--- config.mk ---
export PLATFORM = sky130hd
export DESIGN_NAME = fp_minmax_reduce_d
export DESIGN_NICKNAME = d
export VERILOG_FILES = /design/src/rtl/fp_minmax_reduce_d.sv
export SDC_FILE = /design/constraint.sdc
export NUM_CORES = 1
export LEC_CHECK = 0
export CAP_MARGIN = 25
export CORE_AREA = 5 5 102 143
export DETAILED_ROUTE_END_ITERATION = 12
export DIE_AREA = 0 0 107 148
export PLACE_DENSITY_LB_ADDON = 0.15
export SLEW_MARGIN = 40
export SYNTH_ARGS = -nofsm -noshare
export SYNTH_HDL_FRONTEND = slang
export SYNTH_SLANG_ARGS = --single-unit
--- constraint.sdc ---
create_clock -name i_clk -period 2.81 [get_ports i_clk]
set_input_delay 0.4215 -clock i_clk [delete_from_list [all_inputs] [get_ports i_clk]]
set_output_delay 0.4215 -clock i_clk [all_outputs]
set_load 0.02 [all_outputs]
--- src/rtl/fp_minmax_reduce_d.sv ---
// Purpose : sequential IEEE-754 double min/max reduction, one operand folded per cycle.
// Latency : result valid the cycle after the last operand handshake (count=0: cycle after start).
// Backpr. : input taken only on i_in_valid&o_in_ready; result held stable until i_out_ready.
//
// Ports:
//   i_clk, i_rst_n           clock, synchronous active-low reset
//   i_start, i_op, i_count   reduction request (op 0=min 1=max), honoured only when idle
//   i_in_valid/o_in_ready    operand stream handshake, i_in_data operand
//   o_out_valid/i_out_ready  result handshake, o_out_data result, o_out_nv invalid flag
//   o_busy                   engine not idle
module fp_minmax_reduce_d #(
  parameter int CNT_W = 8
) (
  input  logic             i_clk,
  input  logic             i_rst_n,
  input  logic             i_start,
  input  logic             i_op,
  input  logic [CNT_W-1:0] i_count,
  input  logic             i_in_valid,
  output logic             o_in_ready,
  input  logic [63:0]      i_in_data,
  output logic             o_out_valid,
  input  logic             i_out_ready,
  output logic [63:0]      o_out_data,
  output logic             o_out_nv,
  output logic             o_busy
);

  localparam logic [63:0] CANON_NAN = 64'h7FF8_0000_0000_0000;

  typedef enum logic [1:0] {S_IDLE, S_FIRST, S_ACCUM, S_DONE} state_t;

  state_t           r_state;
  state_t           w_state_nxt;
  logic             r_op;
  logic [CNT_W-1:0] r_rem;
  logic [63:0]      r_acc;
  logic             r_nv;

  logic             w_hs;
  logic             w_last;
  logic [63:0]      w_minmax;

  function automatic logic f_is_nan(input logic [63:0] x);
    return (x[62:52] == 11'h7FF) && (x[51:0] != 52'd0);
  endfunction

  function automatic logic f_is_snan(input logic [63:0] x);
    return f_is_nan(x) && !x[51];
  endfunction

  // Sign/magnitude ordering: with differing signs the negative one is smaller,
  // which also puts -0 below +0. Same-sign negatives invert magnitude order.
  function automatic logic [63:0] f_minmax(input logic [63:0] a, input logic [63:0] b,
                                           input logic is_max);
    logic        a_lt_b;
    logic [63:0] res;
    if (a[63] != b[63])  a_lt_b = a[63];
    else if (a[63])      a_lt_b = (a[62:0] > b[62:0]);
    else                 a_lt_b = (a[62:0] < b[62:0]);
    if (f_is_nan(a) && f_is_nan(b)) res = CANON_NAN;
    else if (f_is_nan(a))           res = b;
    else if (f_is_nan(b))           res = a;
    else if (is_max)                res = a_lt_b ? b : a;
    else                            res = a_lt_b ? a : b;
    return res;
  endfunction

  assign o_in_ready  = ((r_state == S_FIRST) || (r_state == S_ACCUM)) && (r_rem != '0);
  assign o_out_valid = (r_state == S_DONE);
  assign o_busy      = (r_state != S_IDLE);
  // A NaN can only sit in the accumulator if it arrived in the first slot
  // (or every operand was NaN), so canonicalise on the way out.
  assign o_out_data  = f_is_nan(r_acc) ? CANON_NAN : r_acc;
  assign o_out_nv    = r_nv && (r_state == S_DONE);

  assign w_hs     = i_in_valid && o_in_ready;
  assign w_last   = (r_rem == CNT_W'(1));
  assign w_minmax = f_minmax(r_acc, i_in_data, r_op);

  always_comb begin
    w_state_nxt = r_state;
    case (r_state)
      S_IDLE:  if (i_start) w_state_nxt = (i_count == '0) ? S_DONE : S_FIRST;
      S_FIRST: if (w_hs)    w_state_nxt = w_last ? S_DONE : S_ACCUM;
      S_ACCUM: if (w_hs && w_last) w_state_nxt = S_DONE;
      S_DONE:  if (i_out_ready)    w_state_nxt = S_IDLE;
      default: w_state_nxt = S_IDLE;
    endcase
  end

  always_ff @(posedge i_clk) begin
    if (!i_rst_n) r_state <= S_IDLE;
    else          r_state <= w_state_nxt;
  end

  always_ff @(posedge i_clk) begin
    if (!i_rst_n) begin
      r_op  <= 1'b0;
      r_rem <= '0;
      r_acc <= 64'd0;
      r_nv  <= 1'b0;
    end else begin
      case (r_state)
        S_IDLE: begin
          if (i_start) begin
            r_op  <= i_op;
            r_rem <= i_count;
            r_nv  <= 1'b0;
            if (i_count == '0) r_acc <= CANON_NAN;
          end
        end
        S_FIRST: begin
          if (w_hs) begin
            r_acc <= i_in_data;
            r_rem <= r_rem - CNT_W'(1);
          end
        end
        S_ACCUM: begin
          if (w_hs) begin
            r_acc <= w_minmax;
            r_rem <= r_rem - CNT_W'(1);
          end
        end
        default: ;
      endcase
      // Sticky invalid: any consumed signaling NaN, first operand included.
      if (w_hs && f_is_snan(i_in_data)) r_nv <= 1'b1;
    end
  end

endmodule

==> results of run 1 <==
-- worst paths after layout --
check                startpoint   endpoint
setup / recovery  i_in_data[31]  r_acc[51]
hold / removal     i_in_data[8]   r_acc[8]
setup reg to reg      r_acc[22]  r_acc[49]
hold reg to reg       r_acc[28]  r_acc[28]
-- power breakdown --
part	internal (mW)	total [mW]	leakage, nW	switching (mW)
combinational	1.96	3.92	3.95	1.95
clock	0.685	1.16	0.139	0.480
sequential	1.25	1.42	0.627	0.173
-- cell type report --
type / instances / share of cell area, %
inverters: 84 / 3.19
multi-input cells: 544 / 45.9
repair buffers: 335 / 30.3
clock buffers: 11 / 2.36
flip-flops and latches: 76 / 15.7
clock inverters: 5 / 0.532
well taps: 156 / 1.98
-- worst reg2reg max path, delay by kind of cell, from the launching register on --
family                     cells  cell delay (ns)
DFF                            1             0.36
adders and majority gates      1             0.29
buffers and inverters          3             0.52
AOI/OAI and AO/OA              3             0.70
muxes                          1             0.22
and+or+nand+nor                4             1.01
-- registers in the layout (all words and copies together) (netlist names) --
name     count
r_acc       64
r_rem        8
r_state      2
r_nv         1
r_op         1
-- through the flow --
stage          std cells  power, mW  utilization [%]  worst slack (ns)
6_report            1211       6.50             75.1            -0.446
5_1_grt             1211       6.82             75.1            -0.506
4_1_cts             1195       5.99             71.6            -0.206
3_5_place_dp        1161       4.39             64.7             -1.09
3_3_place_gp        1161       4.31             64.7            -0.975
2_1_floorplan        747       3.30                -            0.0124
-- cells in the mapped netlist (4+ instances only) --
| master | count | share of area, % |
|---|---|---|
| a211oi_1 | 8 | 1.0 |
| a21oi_1 | 34 | 2.9 |
| a221oi_1 | 7 | 1.1 |
| a221oi_2 | 12 | 3.1 |
| and2_1 | 4 | 0.43 |
| buf_6 | 8 | 1.6 |
| clkbuf_1 | 34 | 2.2 |
| dfxtp_1 | 76 | 26 |
| ha_1 | 70 | 15 |
| inv_1 | 84 | 5.4 |
| mux2i_1 | 53 | 9.2 |
| nand2_1 | 148 | 9.6 |
| nand3_1 | 14 | 1.2 |
| nand4_1 | 18 | 1.9 |
| nor2_1 | 17 | 1.1 |
| nor2b_1 | 51 | 5.5 |
| nor3_1 | 6 | 0.52 |
| nor4_1 | 34 | 3.7 |
| o21ai_0 | 26 | 2.2 |
| o21ai_1 | 4 | 0.35 |
-- metal layers --
layer | wire length (um) | part of all wire (%) | global-route usage, % | up-vias
li1 | - | - | - | 3204
met1 | 8480 | 36 | 29.1 | 3285
met2 | 12400 | 52 | 50.6 | 360
met3 | 1500 | 6.3 | 4.81 | 116
met4 | 1400 | 5.9 | 13.5 | 2
met5 | 7 | 0.029 | 0 | -
-- logic make-up after synthesis --
group                    Yosys count  synth area share, %
multiplexers                      53                 9.15
AND/OR/NAND/NOR                  310                 26.6
buffers and inverters            127                 9.26
flip-flops                        76                 26.3
adder cells (fa/ha/maj)           70                 15.1
AO/OA/AOI/OAI                    111                 13.6
-- timing repair --
action,4_1_cts,5_1_grt
pin swaps,53,25
gates resized for setup,264,260
endpoints found under the hold margin,0,0
cloned,6,6
buffers inserted,14,11
setup endpoints to repair,117,117
==> metrics.md, run 1 <==
| Metric | Value |
|---|---|
| Post-Syn Nets | 895 |
| Yosys warns | 0 |
| Fill cells | 916 |
| Total Wirelength | 23.8 mm |
| Peak supply drop | 0.000597 V |
| Critical path class | in2reg |
| Failing checks | negative setup slack |
| Cell count along the critical path | 13 |
| Maximum root-to-sink buffer count | 2 |
| Final WS setup | -0.446 ns |
| Share of cells above drive strength 1 | 39.4% |
| Max Clk Rate | 307 MHz |
| Congestion Overflow GR | 0 |
| R2r setup slk | -0.39 ns |
| Cell Chain, Critical Path | clkdlybuf4s50_1, buf_4, nor4_1, nand4_1, nor4_1, buf_4, nor4_2, or2_1, mux2i_2, buf_4, o21ai_4, buf_4, a221oi_1 |
| Mapped Cells | 747 |
| Commonest non-fill, non-tap cell in the layout | buf_4 |
| WP data required | 3.05 ns |
| Hold WC Path Type | in2reg |
| Clk sinks | 76 |
| RSZ-0062 raised after global routing | true |
| Core footprint | 0.0131 mm^2 |
| Via count | 6,967 |
| Pin count of the biggest net entering global routing | 53 |
| R2r worst-path depth | 12 |
| Horiz. Die Dim | 107 um |
| DR iter-0 viols | 431 |
| GRT Util Overall | 27.2% |
| Die ar. | 0.0158 mm^2 |
| Startpoint Class | input pin |
| N_diodes | 0 |
| Setup TNS | -28.89 ns |
| Post-DRT Antenna Nets | 0 |
| Post-Route Skew | 0.00789 ns |
| IO Pins | 146 |
| Asr flop ratio synth | 0% |
| Hold Path Depth | 4 |
| Vias in the first global route | 7,062 |
| Initial antenna violation count | 1 |
| P&R area growth vs syn | 70.3% |
| Crit-path max cell delay | 0.56 ns |
| Final hold vios | 0 |
| Hold Buf Count CTS | 0 |
| Worst-path clk slew | 0.06 ns |
| Final worst path period share | 116% |
| Register area | 0.00155 mm^2 |
| Slowest cell on the critical path | nor4_1 |
| WL/cell | 19.6 um |
| Status | finished with violations |
| Initial Util | 44.1% |
| Post-synthesis sequential area ratio | 26.3% |
| Power density over the cells | 659 mW/mm^2 |
| DR DRC count | 0 |
| CTS tree | done |
| Cell area after synthesis | 0.00580 mm^2 |
| Final Setup Violations | 100 |
| Hold WS | 0.449 ns |
| Die Ht | 148 um |
| Post-synth cell types | 50 |
| Critical Path Most Common Cell | buf_4 |
| Final Cell Area | 0.00987 mm^2 |
| Static Leak | 4.72 nW |
| Layout net count | 1,198 |
| CP bufs+invs | 5 |
| Placed Area | 0.00850 mm^2 |
| Arrival time worst endpoint | 3.49 ns |
| Global-route wire length before repair | 34.6 mm |
| Headroom to the max-slew limit | 50.1% |
| Final GP Congestion | 0.852 |
| Maximum Capacitance Violations | 0 |
| TritonRoute pass-1 iters | 5 |
| Worst setup EP type | flop |
| Final slew viol count | 0 |
| Clk Latency, worst-skew pair | 0.34 ns |
| Commonest cells after routing, fill and taps aside | buf_4, nand2_1, inv_1, dfxtp_1, mux2i_1 |
| Top delay family on crit path | simple AND/OR/NAND/NOR gates |
| H-tree Lvls | 3 |
| DR vias/cell | 5.75 |
| Syn_area_per_cell | 7.76 um^2 |
| Yosys reg bits | 76 |
| Detailed Place HPWL | 15.7 mm |
| EDFF count, synth | 0 |
| CP max FO | 12 |
| Crit path time final | 3.26 ns |
| Root buf cell | clkbuf_16 |
| Multi-input logic area | 0.00454 mm^2 |
| Top FF cell, synth | dfxtp_1 |
| Slew at the pin closest to its max-slew limit | 0.744 ns |
| CTS Buf Count | 9 |
| PortBufs | 145 |
| Site row count | 50 |
No activity file was read; power rests on OpenSTA's default activity.
==> inputs of run 2 (changes only) <==
--- a/config.mk
+++ b/config.mk
@@ -6,9 +6,11 @@
 export NUM_CORES = 1
 export LEC_CHECK = 0
 export CAP_MARGIN = 25
-export CORE_AREA = 5 5 102 143
+export CELL_PAD_IN_SITES_DETAIL_PLACEMENT = 1
+export CELL_PAD_IN_SITES_GLOBAL_PLACEMENT = 1
+export CORE_AREA = 5 5 119 165
 export DETAILED_ROUTE_END_ITERATION = 12
-export DIE_AREA = 0 0 107 148
+export DIE_AREA = 0 0 124 170
 export PLACE_DENSITY_LB_ADDON = 0.15
 export SLEW_MARGIN = 40
 export SYNTH_ARGS = -nofsm -noshare
==> metrics.md, run 2 (synthesis gave the netlist of run 1 again) <==
| Metric | Value |
|---|---|
| PortBufs | 145 |
| WP data required | 3.06 ns |
| Max Clk Rate | 287 MHz |
| GRT Util Overall | 24.8% |
| Total power | 6.77 mW |
| P&R area growth vs syn | 84.8% |
| DR iter-0 viols | 357 |
| Initial antenna violation count | 2 |
| Worst setup EP type | flop |
| Final worst path period share | 124% |
| Maximum Capacitance Violations | 0 |
| Congestion Overflow GR | 0 |
| Fill cells | 2,041 |
| Total Wirelength | 29.9 mm |
| Initial Util | 32.3% |
| Core footprint | 0.0179 mm^2 |
| Worst-path clk slew | 0.07 ns |
| Detailed Place HPWL | 18.9 mm |
| Critical path class | reg2reg |
| WHS Endpoint | r_acc[1] |
| Arrival time worst endpoint | 3.74 ns |
| Register area | 0.00154 mm^2 |
| Via count | 7,134 |
| CTS Buf Count | 9 |
| Worst hold path startpoint | i_in_data[1] |
| Max reg flops | 64 |
| Hold WC Path Type | in2reg |
| Final Cell Area | 0.0107 mm^2 |
| Multi-input logic area | 0.00480 mm^2 |
| Die Ht | 170 um |
| Crit path from | r_acc[38] |
| RSZ-0062 raised after global routing | true |
| Clk Latency, worst-skew pair | 0.35 ns |
| CTS tree | done |
| Die ar. | 0.0211 mm^2 |
| Global-route wire length before repair | 40.8 mm |
| CP max FO | 6 |
| Final WS setup | -0.676 ns |
| Vias in the first global route | 7,779 |
| Clk sinks | 76 |
| Placed Area | 0.00878 mm^2 |
| WL/cell | 22.6 um |
| Commonest cells after routing, fill and taps aside | buf_4, nand2_1, inv_1, dfxtp_1, buf_6 |
| DR DRC count | 0 |
| Reg-to-Reg Start | r_acc[38] |
| Slowest cell on the critical path | dfxtp_1 |
| Final GP Congestion | 0.819 |
| Site row count | 58 |
| Biggest register | r_acc |
| Headroom to the max-slew limit | 55.9% |
| Share of cells above drive strength 1 | 41.6% |
| R2r setup slk | -0.68 ns |
| R2r worst-path depth | 13 |
| Crit path time final | 3.49 ns |
| DR vias/cell | 5.39 |
| Root buf cell | clkbuf_16 |
| IO Pins | 146 |
| Worst slack at placement | -1.05 ns |
| Hold WS | 0.439 ns |
| Final slew viol count | 0 |
| Post-DRT Antenna Nets | 0 |
| Largest regs | r_acc: 64 flops, r_rem: 8 flops, r_state: 2 flops |
| TritonRoute pass-1 iters | 4 |
| Cell Chain, Critical Path | ha_1, a21oi_1, o21ai_0, a221oi_1, o21ai_1, a21oi_2, a32oi_4, a221o_1, o21ai_4, buf_6, buf_12, buf_16, mux2i_1 |
| H-tree Lvls | 3 |
| Post-Route Skew | 0.0106 ns |
| Startpoint Class | flop |
| Peak supply drop | 0.000469 V |
| Final Setup Violations | 117 |
| Maximum root-to-sink buffer count | 2 |
| Power density over the cells | 633 mW/mm^2 |
| Final hold vios | 0 |
| Core Util, Final | 59.7% |
| Status | finished with violations |
| Layout net count | 1,226 |
| Pin count of the biggest net entering global routing | 54 |
| Horiz. Die Dim | 124 um |
| Crit-path max cell delay | 0.41 ns |
| Slew at the pin closest to its max-slew limit | 0.662 ns |
| Commonest non-fill, non-tap cell in the layout | buf_4 |
| Static Leak | 4.91 nW |
| R2R Path End | r_acc[28] |
| Failing checks | negative setup slack |
| Hold Path Depth | 3 |
| Hold Buf Count CTS | 0 |
==> run 2: changes by cell type in the layout (fill, tap and decap cells not counted), sizes merged <==
| cell | change |
|---|---|
| buf | +30 |
| dlygate4sd2 | +8 |
| bufinv | +1 |
| clkinv | -1 |
| diode | +1 |
| dlymetal6s2s | +3 |
| clkdlybuf4s15 | -11 |
| clkbuf | -3 |
==> run 2: worst max-delay path by stage <==
stage                           end  slack, ns  cells past startpoint
after floorplan           r_acc[55]       0.01                     13
after global placement     r_acc[4]      -0.87                     14
after detailed placement  r_acc[35]      -1.05                     14
after CTS                 r_acc[53]      -0.42                     16
after global routing      r_acc[28]      -0.71                     15
final                     r_acc[28]      -0.68                     13
==> run 2: timing repair <==
action | in CTS | in global routing
pin swaps | 40 | 32
endpoints found under the hold margin | 0 | 0
gates cloned | 6 | 3
setup endpoints to repair | 117 | 115
gates resized for setup | 398 | 200
setup buffers | 23 | 17
==> run 2: area by class of cell <==
class / count / area share, %
multi-input combinational: 544 / 44.8
timing repair buffer: 363 / 32.1
sequential: 76 / 14.4
inverter: 84 / 2.94
tap: 240 / 2.80
clock buffer: 10 / 2.14
clock inverter: 5 / 0.724
antenna: 1 / 0.0234
==> run 2: worst max-delay path: cells and delay by family, from the launching register on <==
| family | cells | cell delay [ns] |
|---|---|---|
| AOI/OAI and AO/OA | 8 | 1.97 |
| adders and majority gates | 1 | 0.29 |
| muxes | 1 | 0.30 |
| buffers and inverters | 3 | 0.40 |
| DFF | 1 | 0.41 |
==> run 2: report_power, final <==
part / total, mW / switching [mW] / internal, mW
Sequential: 1.42 / 0.178 / 1.25
Combinational: 4.06 / 2.08 / 1.98
Clock: 1.30 / 0.523 / 0.772
Total: 6.77 / 2.78 / 3.99
==> run 2: through the flow <==
step	std cells	TNS (ns)
after floorplan	747	0
after CTS	1304	-21.91
after global placement	1261	-84.28
after detailed placement	1262	-87.26
after global routing	1323	-56.88
final	1323	-43.11
==> run 2: layer usage <==
metal / share of wire [%] / GRT usage (%)
met1: 36 / 26.5
met4: 4.8 / 10.9
met2: 55 / 47.3
met3: 4.0 / 3.29
met5: 0.037 / 0
